$ cat config.mk
export PLATFORM = sky130hd
export DESIGN_NAME = dual_slope_ctrl
export DESIGN_NICKNAME = d
export VERILOG_FILES = /design/src/rtl/dual_slope_ctrl.sv
export SDC_FILE = /design/constraint.sdc
export NUM_CORES = 1
export LEC_CHECK = 0
export CAP_MARGIN = 5
export CORE_ASPECT_RATIO = 2
export CORE_MARGIN = 3
export CORE_UTILIZATION = 53
export DETAILED_ROUTE_END_ITERATION = 8
export GPL_TIMING_DRIVEN = 0
export PLACE_DENSITY_LB_ADDON = 0.08
export SETUP_SLACK_MARGIN = 0.4
export SLEW_MARGIN = 40
export SYNTH_ARGS = -nofsm -noshare
export SYNTH_HDL_FRONTEND = slang
export SYNTH_SLANG_ARGS = --single-unit
$ cat constraint.sdc
create_clock -name CP0 -period 2.65 [get_ports CP0]
set_input_delay 0.3975 -clock CP0 [delete_from_list [all_inputs] [get_ports CP0]]
set_output_delay 0.3975 -clock CP0 [all_outputs]
set_load 0.1 [all_outputs]
$ cat src/rtl/dual_slope_ctrl.sv
// dual_slope_ctrl: N-digit dual-slope A/D conversion controller.
// Runs the auto-zero / integrate / de-integrate cycle. It counts the
// de-integrate time in BCD and latches a signed, range-flagged reading.
// Optional digit-scan readout is built only when the macro DS_SCAN_EN is defined.
// Without it, DS and Q are tied to zero.

module dual_slope_ctrl #(
    parameter int NDIG      = 3,
    parameter int AZ_CYCLES = 16,
    parameter int SCAN_DIV  = 4
) (
    input  logic              CP0,
    input  logic              R8,
    input  logic              D,
    input  logic              DU,
    output logic              AZ,
    output logic              INTEG,
    output logic              DEINT,
    output logic              EOC,
    output logic [4*NDIG-1:0] BCD,
    output logic              HALF,
    output logic              POL,
    output logic              OR,
    output logic              UR,
    output logic [NDIG:0]     DS,
    output logic [3:0]        Q
);

    localparam int TimerW = (AZ_CYCLES > 1) ? $clog2(AZ_CYCLES) : 1;
    localparam int CntW   = 4*NDIG + 1;

    // Reject parameter values the sequencing cannot honour
    if ((AZ_CYCLES < 2) || (SCAN_DIV < 1) || (NDIG < 1)) begin : gParamCheck
        $error("dual_slope_ctrl: illegal parameter value");
    end

    typedef enum logic [1:0] {
        S_AUTOZERO,
        S_INTEGRATE,
        S_DEINTEGRATE
    } convStateT;

    convStateT           state, stateNext;
    logic [TimerW-1:0]   azTimer, azTimerNext;
    logic [CntW-1:0]     cnt, cntNext;
    logic                polReg, polNext;
    logic                dMeta, dSync;
    logic                allNine;
    logic                loadResult;
    logic                overNext;
    logic                eocNext;

    // BCD increment of {half, digits}; each digit wraps 9->0 with carry
    function automatic logic [CntW-1:0] bcdInc(input logic [CntW-1:0] value);
        logic [CntW-1:0] res;
        logic            carry;
        res   = value;
        carry = 1'b1;
        for (int i = 0; i < NDIG; i++) begin
            if (carry) begin
                if (value[4*i +: 4] == 4'd9) begin
                    res[4*i +: 4] = 4'd0;
                end else begin
                    res[4*i +: 4] = value[4*i +: 4] + 4'd1;
                    carry         = 1'b0;
                end
            end
        end
        if (carry) begin
            res[CntW-1] = ~value[CntW-1];
        end
        return res;
    endfunction

    // Two-flop synchronizer for the asynchronous comparator; idles high
    always_ff @(posedge CP0) begin
        if (R8) begin
            dMeta <= 1'b1;
            dSync <= 1'b1;
        end else begin
            dMeta <= D;
            dSync <= dMeta;
        end
    end

    // Next-state logic: phase sequencing, BCD count and end-of-conversion decision
    always_comb begin
        stateNext   = state;
        azTimerNext = azTimer;
        cntNext     = cnt;
        polNext     = polReg;
        eocNext     = 1'b0;
        loadResult  = 1'b0;
        overNext    = 1'b0;
        allNine     = 1'b1;
        for (int i = 0; i < NDIG; i++) begin
            if (cnt[4*i +: 4] != 4'd9) begin
                allNine = 1'b0;
            end
        end
        case (state)
            S_AUTOZERO: begin
                if (azTimer == TimerW'(AZ_CYCLES - 1)) begin
                    stateNext   = S_INTEGRATE;
                    azTimerNext = '0;
                    cntNext     = '0;
                end else begin
                    azTimerNext = azTimer + TimerW'(1);
                end
            end
            S_INTEGRATE: begin
                if (!cnt[CntW-1] && allNine) begin
                    stateNext = S_DEINTEGRATE;
                    cntNext   = '0;
                    polNext   = dSync;
                end else begin
                    cntNext = bcdInc(cnt);
                end
            end
            S_DEINTEGRATE: begin
                if (!dSync || (cnt[CntW-1] && allNine)) begin
                    stateNext   = S_AUTOZERO;
                    azTimerNext = '0;
                    cntNext     = '0;
                    eocNext     = 1'b1;
                    loadResult  = DU;
                    overNext    = dSync;
                end else begin
                    cntNext = bcdInc(cnt);
                end
            end
            default: begin
                stateNext   = S_AUTOZERO;
                azTimerNext = '0;
                cntNext     = '0;
            end
        endcase
    end

    // State register plus registered, glitch-free switch controls and EOC pulse
    always_ff @(posedge CP0) begin
        if (R8) begin
            state   <= S_AUTOZERO;
            azTimer <= '0;
            cnt     <= '0;
            polReg  <= 1'b0;
            AZ      <= 1'b1;
            INTEG   <= 1'b0;
            DEINT   <= 1'b0;
            EOC     <= 1'b0;
        end else begin
            state   <= stateNext;
            azTimer <= azTimerNext;
            cnt     <= cntNext;
            polReg  <= polNext;
            AZ      <= (stateNext == S_AUTOZERO);
            INTEG   <= (stateNext == S_INTEGRATE);
            DEINT   <= (stateNext == S_DEINTEGRATE);
            EOC     <= eocNext;
        end
    end

    // Result latch: loads on the edge that raises EOC, only when display update is enabled
    always_ff @(posedge CP0) begin
        if (R8) begin
            BCD  <= '0;
            HALF <= 1'b0;
            POL  <= 1'b0;
            OR   <= 1'b0;
            UR   <= 1'b0;
        end else if (loadResult) begin
            BCD  <= cnt[4*NDIG-1:0];
            HALF <= cnt[CntW-1];
            POL  <= polReg;
            OR   <= overNext;
            UR   <= !cnt[CntW-1] && (cnt[4*NDIG-1 -: 4] == 4'd0);
        end
    end

`ifdef DS_SCAN_EN
    localparam int IdxW = $clog2(NDIG + 1);
    localparam int DivW = (SCAN_DIV > 1) ? $clog2(SCAN_DIV) : 1;

    logic            scanActive;
    logic [DivW-1:0] scanDiv;
    logic [IdxW-1:0] scanIdx;

    // Free-running digit scan: starts on the half-digit slot after reset release
    always_ff @(posedge CP0) begin
        if (R8) begin
            scanActive <= 1'b0;
            scanDiv    <= '0;
            scanIdx    <= IdxW'(NDIG);
        end else if (!scanActive) begin
            scanActive <= 1'b1;
            scanDiv    <= '0;
            scanIdx    <= IdxW'(NDIG);
        end else if (scanDiv == DivW'(SCAN_DIV - 1)) begin
            scanDiv <= '0;
            if (scanIdx == '0) begin
                scanIdx <= IdxW'(NDIG);
            end else begin
                scanIdx <= scanIdx - IdxW'(1);
            end
        end else begin
            scanDiv <= scanDiv + DivW'(1);
        end
    end

    // Strobe decode and digit mux; combinational so a result load shows at once
    always_comb begin
        DS = '0;
        Q  = 4'd0;
        if (scanActive) begin
            for (int i = 0; i <= NDIG; i++) begin
                if (scanIdx == IdxW'(i)) begin
                    DS[i] = 1'b1;
                    if (i == NDIG) begin
                        Q = {OR, UR, POL, HALF};
                    end else begin
                        Q = BCD[4*i +: 4];
                    end
                end
            end
        end
    end
`else
    // Scan readout not built: strobes and data held low
    always_comb begin
        DS = '0;
        Q  = 4'd0;
    end
`endif

endmodule
# --- Yosys cells after proc, flatten, opt, wreduce, memory -nomap -nowiden ---
# Cells that the tools add are included.
word_totals:
  input_bits: 4
  romBits: 0
  ramBits: 0
  out_inout_bits: 28
  latchBits: 0
  register_bits: 42
  n_memories: 0
  elab_cells: 106
op_classes:
  addsub: 4
  n_div: 0
  n_reduce_logical: 15
  order_cmp: 0
  n_eq_ne: 19
  n_bitwise: 3
  multipliers: 0
  shifts: 0
  mux: 47
op_table:
  columns: ["cell", "count"]
  rows:
  - ["$mux W13", 3]
  - ["$pmux W13 S3", 1]
  - ["$mux W4", 9]
  - ["$mux W1", 29]
  - ["$ne A3 B3 Y1 const B", 6]
  - ["$add A4 B1 Y4 const B", 4]
  - ["$eq A4 B4 Y1 const B", 4]
  - ["$ne A4 B4 Y1 const B", 3]
  - ["$pmux W4 S3", 1]
  - ["$reduce_and A3 Y1", 3]
  - ["$mux W2", 3]
  - ["$pmux W2 S3", 1]
  - ["$eq A2 B1 Y1 const B", 2]
  - ["$eq A2 B2 Y1 const B", 2]
  - ["$logic_not A2 Y1", 2]
  - ["$logic_not A4 Y1", 1]
  - ["$ne A2 B2 Y1 const B", 2]
  - ["$reduce_and A2 Y1", 2]
  - ["$logic_and A1 B1 Y1", 3]
  - ["$not A1 Y1", 3]
  - ["$logic_not A1 Y1", 2]
  - ["$reduce_or A2 Y1", 1]
  - ["$logic_or A1 B1 Y1", 1]

# --- Depth between registers and ports, before layout ---
depth:
  depth_word: 17
  ltp_mapped: 9
  depth_no_buf: 7

# --- Worst setup path before layout ---
# Ideal clock, no wire load.
synth_timing:
  path_kind: "register -> register"
  start: "register cnt[9]"
  end: "register INTEG"
  arrival_time_ns: 1.756
  n_path_buf: 1
  setup_time_ns: 0.115
  stages_incl_launch_ff: 9
  slack_ns: 0.779
  required_time_ns: 2.535
  cell_sequence: "dfxtp_1 inv_1 ha_1 and3b_1 a41oi_4 buf_6 nor2_2 or3_4 and2_1"
synth_between:
  elab_chain_cells: 7
synth_rtl:
  columns: ["item", "line", "text"]
  rows:
  - ["from (decl)", "45", "logic [CntW-1:0] cnt, cntNext;"]
  - ["from (signal assigned)", "154", "cnt <= cntNext;"]
  - ["$ne A4 B4 Y1 *", "97", "if (cnt[4*i +: 4] != 4'd9) begin"]
  - ["$mux W1 *", "97", null]
  - ["$logic_and A1 B1 Y1", "121", "if (!dSync || (cnt[CntW-1] && allNine)) begin"]
  - ["$logic_or A1 B1 Y1", "121", null]
  - ["$mux W2", "121", null]
  - ["$pmux W2 S3 *", "101", "case (state)"]
  - ["$eq A2 B1 Y1 *", "157", "INTEG <= (stateNext == S_INTEGRATE);"]
  - ["to (signal assigned)", "157", null]
  - ["to (decl)", "17", "output logic INTEG,"]
# Mark *: on every way between the ends. The rest lies on a longest branch, timed or not.
# A chain may end at the register's enable or synchronous reset.

# --- Worst setup path in the final report ---
# Same ends and word-level chain as after synthesis.

==> results.md <==
* Diodes inserted at 0
* Cell taking the most area after synthesis: sky130_fd_sc_hd__dfxtp_1
* Final-report max-slew violation count at 0
* Overall die area at 4770 sq um
* Simple-gate area share of the yosys netlist at between 20% and 30%
* Count of antenna-violating nets left after detailed routing at 0
* Max-capacitance violation count at 0
* Main flop type after synthesis: sky130_fd_sc_hd__dfxtp_1
* Number of register bits inferred by synthesis at 42
* Number of synthesized flops with an enable pin at 0
* Hold crit path type: register to register
* Wire length of the first global-routing pass at 7.26 mm
* Clock input transition at the sequential cells of the worst setup and hold paths at 80 ps
* Layout fillers at roughly 340
* Startpoint class of the critical path: register
* Detailed-route wire length per cell at approximately 13 um
* Number of buffers between clock root and the deepest sink at 2
* Vertical die dimension at 94.7 um
* Highest-count cells in the layout ignoring fill and taps: sky130_fd_sc_hd__nand2_1 (42), sky130_fd_sc_hd__dfxtp_1 (41), sky130_fd_sc_hd__a21oi_1 (35)
* Leakage power figure at around 1 nW
* Cell at the root of the clock tree: sky130_fd_sc_hd__clkbuf_8
* Clock latency reported for the late side of the worst-skew pair at 300 ps
* Multiplexer share of the synthesized area at less than 1%
* Cell row count at 31
* Core Area at between 3000 and 4000 sq um
* Number of vias after detailed routing at approximately 1,800
* Area growth from synthesis to final layout at 15.8%
* Summed negative setup slack over all endpoints at 0 ps
* Compound-gate portion of the synthesized area at 16.4%
* Cell types occupying the most area after synthesis: sky130_fd_sc_hd__dfxtp_1 (40%), sky130_fd_sc_hd__a21oi_1 (8.4%), sky130_fd_sc_hd__nand2_1 (7.6%)
* Worst Path Max Fanout at 10
* Number of cells in the design after placement at between 300 and 400
* Area of all sequential standard cells at approximately 840 sq um
* Tmin final at approximately 2100 ps
* GRT Overall Usage at 19.6%
* Number of global-route vias before repair at about 1,600
* DRT iter0 DRCs at 27
* Number of synthesis warnings at 0
* Max Clock Skew at 7.22 ps
* Main combinational cell family by area after synthesis: simple AND/OR/NAND/NOR gates
* Final clock period utilization by the worst path at around 77%
* Antenna violations before repair at 0
* Avg Cell Area, Syn at 8.24 sq um
* Status: finished, final reports clean
* Area share of the largest cell type after synthesis at 40.3%
* Area used by multi-input combinational logic at 1110 sq um
* Number of clock sinks seen by CTS at between 40 and 50
* Summed instance area of the synthesized netlist at 2080 sq um
* FMAX at ~490 MHz
* Sequential element share of the synthesized area at between 40 and 50%
* Count of buffers from port buffering at 23
* Global placer's final weighted congestion at approximately 0.84
* Ratio of cells with drive above 1 in the final layout at between 10% and 20%
* DRC violations left at 0
* Post-Route WL at 4.32 mm
* Arrival @ worst endpoint at 2250 ps
* Worst Tran Pin Value at between 500 and 600 ps
* GRT Residual Overflow at 0
* I/O pin total at 32
* Setup Crit Path Kind: register to register
* First-pass detailed-route iteration total at 4
* DP HPWL at ~3.3 mm
* Ratio of routed vias to standard cells at 5.35
* Width of the die at 50.3 um
* Adder and majority gate portion of the synthesized area at 7.20%
* Final setup vio count at 0
* Power density relative to cell area at ~480 nW/um^2
* Kind of end point of the critical path: register
* CTS tree: done
* Data required, critical path at ~2800 ps
* Final-report hold violation count at 0
* Number of H-tree levels at 2
* Final Instance Count excl. Fillers at roughly 340
* Largest vdd supply drop at 0.387 mV
* Largest net degree at the start of global routing at 14
* Setup repair after global routing missed its margin: no
* Post-synthesis cell count at about 250
* Synth async-reset ratio at 0%
* Number of distinct standard cells referenced by the synthesized netlist at 43
* Nets at around 310
* Most common cell after layout, fill and taps aside: sky130_fd_sc_hd__nand2_1
* Relative slew margins at 65.7%
* Total CTS buffers at 5
* Starting Density at between 50% and 60%
* Xor and xnor fraction of the mapped netlist area at 0.420%
cell type report:
| cell class | instances | share of cell area, % |
|---|---|---|
| clock buffers | 6 | 3.42 |
| plain buffers | 20 | 5.34 |
| flip-flops and latches | 42 | 34.9 |
| clock inverters | 2 | 0.518 |
| well taps | 49 | 2.54 |
| repair buffers | 25 | 6.01 |
| inverters | 9 | 1.40 |
| multi-input cells | 189 | 45.9 |
synth_stat cells (2+ instances only):
cell type,n
sky130_fd_sc_hd__a21o_1,4
sky130_fd_sc_hd__a21oi_1,35
sky130_fd_sc_hd__a311oi_1,3
sky130_fd_sc_hd__a31oi_1,2
sky130_fd_sc_hd__a41oi_1,2
sky130_fd_sc_hd__and3_1,2
sky130_fd_sc_hd__and3b_1,3
sky130_fd_sc_hd__buf_2,4
sky130_fd_sc_hd__buf_4,9
sky130_fd_sc_hd__buf_6,2
sky130_fd_sc_hd__clkbuf_1,5
sky130_fd_sc_hd__dfxtp_1,42
sky130_fd_sc_hd__ha_1,12
sky130_fd_sc_hd__inv_1,9
sky130_fd_sc_hd__mux2i_1,2
sky130_fd_sc_hd__nand2_1,42
sky130_fd_sc_hd__nand2b_1,2
sky130_fd_sc_hd__nand3_1,13
sky130_fd_sc_hd__nand3b_1,3
sky130_fd_sc_hd__nand4_1,4
sky130_fd_sc_hd__nor2_1,18
sky130_fd_sc_hd__nor2b_1,2
sky130_fd_sc_hd__nor3_1,6
sky130_fd_sc_hd__nor3_2,2
sky130_fd_sc_hd__o21ai_0,6
sky130_fd_sc_hd__or2_2,2
logic make-up (layout without fill, tap and decap cells):
| logic type | Yosys count | after routing |
|---|---|---|
| AO/OA/AOI/OAI | 56 | 56 |
| other | 1 | 8 |
| XOR/XNOR | 1 | 1 |
| adder cells (fa/ha/maj) | 12 | 12 |
| AND/OR/NAND/NOR | 110 | 110 |
| flip-flops | 42 | 42 |
| buffers and inverters | 29 | 62 |
| multiplexers | 2 | 2 |
power breakdown:
part | total [mW] | internal (mW) | switching, mW
sequential | 0.640 | 0.636 | 0.00402
combinational | 0.0907 | 0.0208 | 0.0700
clock | 0.432 | 0.209 | 0.223
total | 1.16 | 0.866 | 0.297
per-layer routing:
layer  track usage [%]  part of all wire [%]
met1              21.1                    40
met2              36.2                    55
met3              3.16                   3.5
met4              8.99                   2.0
met5                 0                     0
final timing paths:
kind,startpoint,endpoint,slack (ps),cells after the start
worst max-delay path,cnt[9],INTEG,600,8
worst min-delay path,dMeta,dSync,410,1
worst max register to register,cnt[9],INTEG,600,8
worst min register to register,dMeta,dSync,410,1
stage by stage:
stage | worst slack [ps] | area, sq um | hold slack (ps) | util (%) | total power, mW
finish | 597 | 2410 | 411 | 65.5 | 1.16
detailed placement | 560 | 2300 | 395 | 62.5 | 0.745
CTS | 542 | 2400 | 413 | 65.1 | 1.17
global route | 420 | 2410 | 420 | 65.5 | 1.21
floorplan | 779 | 2110 | 389 | - | 0.733
global placement | 536 | 2400 | 393 | 65.2 | 0.744
flip-flops by register name, indices dropped and copies added (netlist names):
name and count:
HALF 1, EOC 1, state 2, DEINT 1
polReg 1, dSync 1, azTimer 4, POL 1
BCD 12, UR 1, cnt 13, dMeta 1
OR 1, INTEG 1, AZ 1
timing repair:
item,4_1_cts,5_1_grt
resized for setup,0,1
setup endpoints to repair,0,9
setup buffers,0,2
hold buffers,0,0
critical path, cell delays in order (launching register included):
cell and delay [ps]:
sky130_fd_sc_hd__dfxtp_1 430, sky130_fd_sc_hd__inv_1 100, sky130_fd_sc_hd__ha_1 200, sky130_fd_sc_hd__and3b_1 260
sky130_fd_sc_hd__a41oi_4 240, sky130_fd_sc_hd__buf_6 160, sky130_fd_sc_hd__nor2_2 50, sky130_fd_sc_hd__or3_4 380
sky130_fd_sc_hd__and2_1 140
Note: power is estimated with default switching activity, not from simulation.
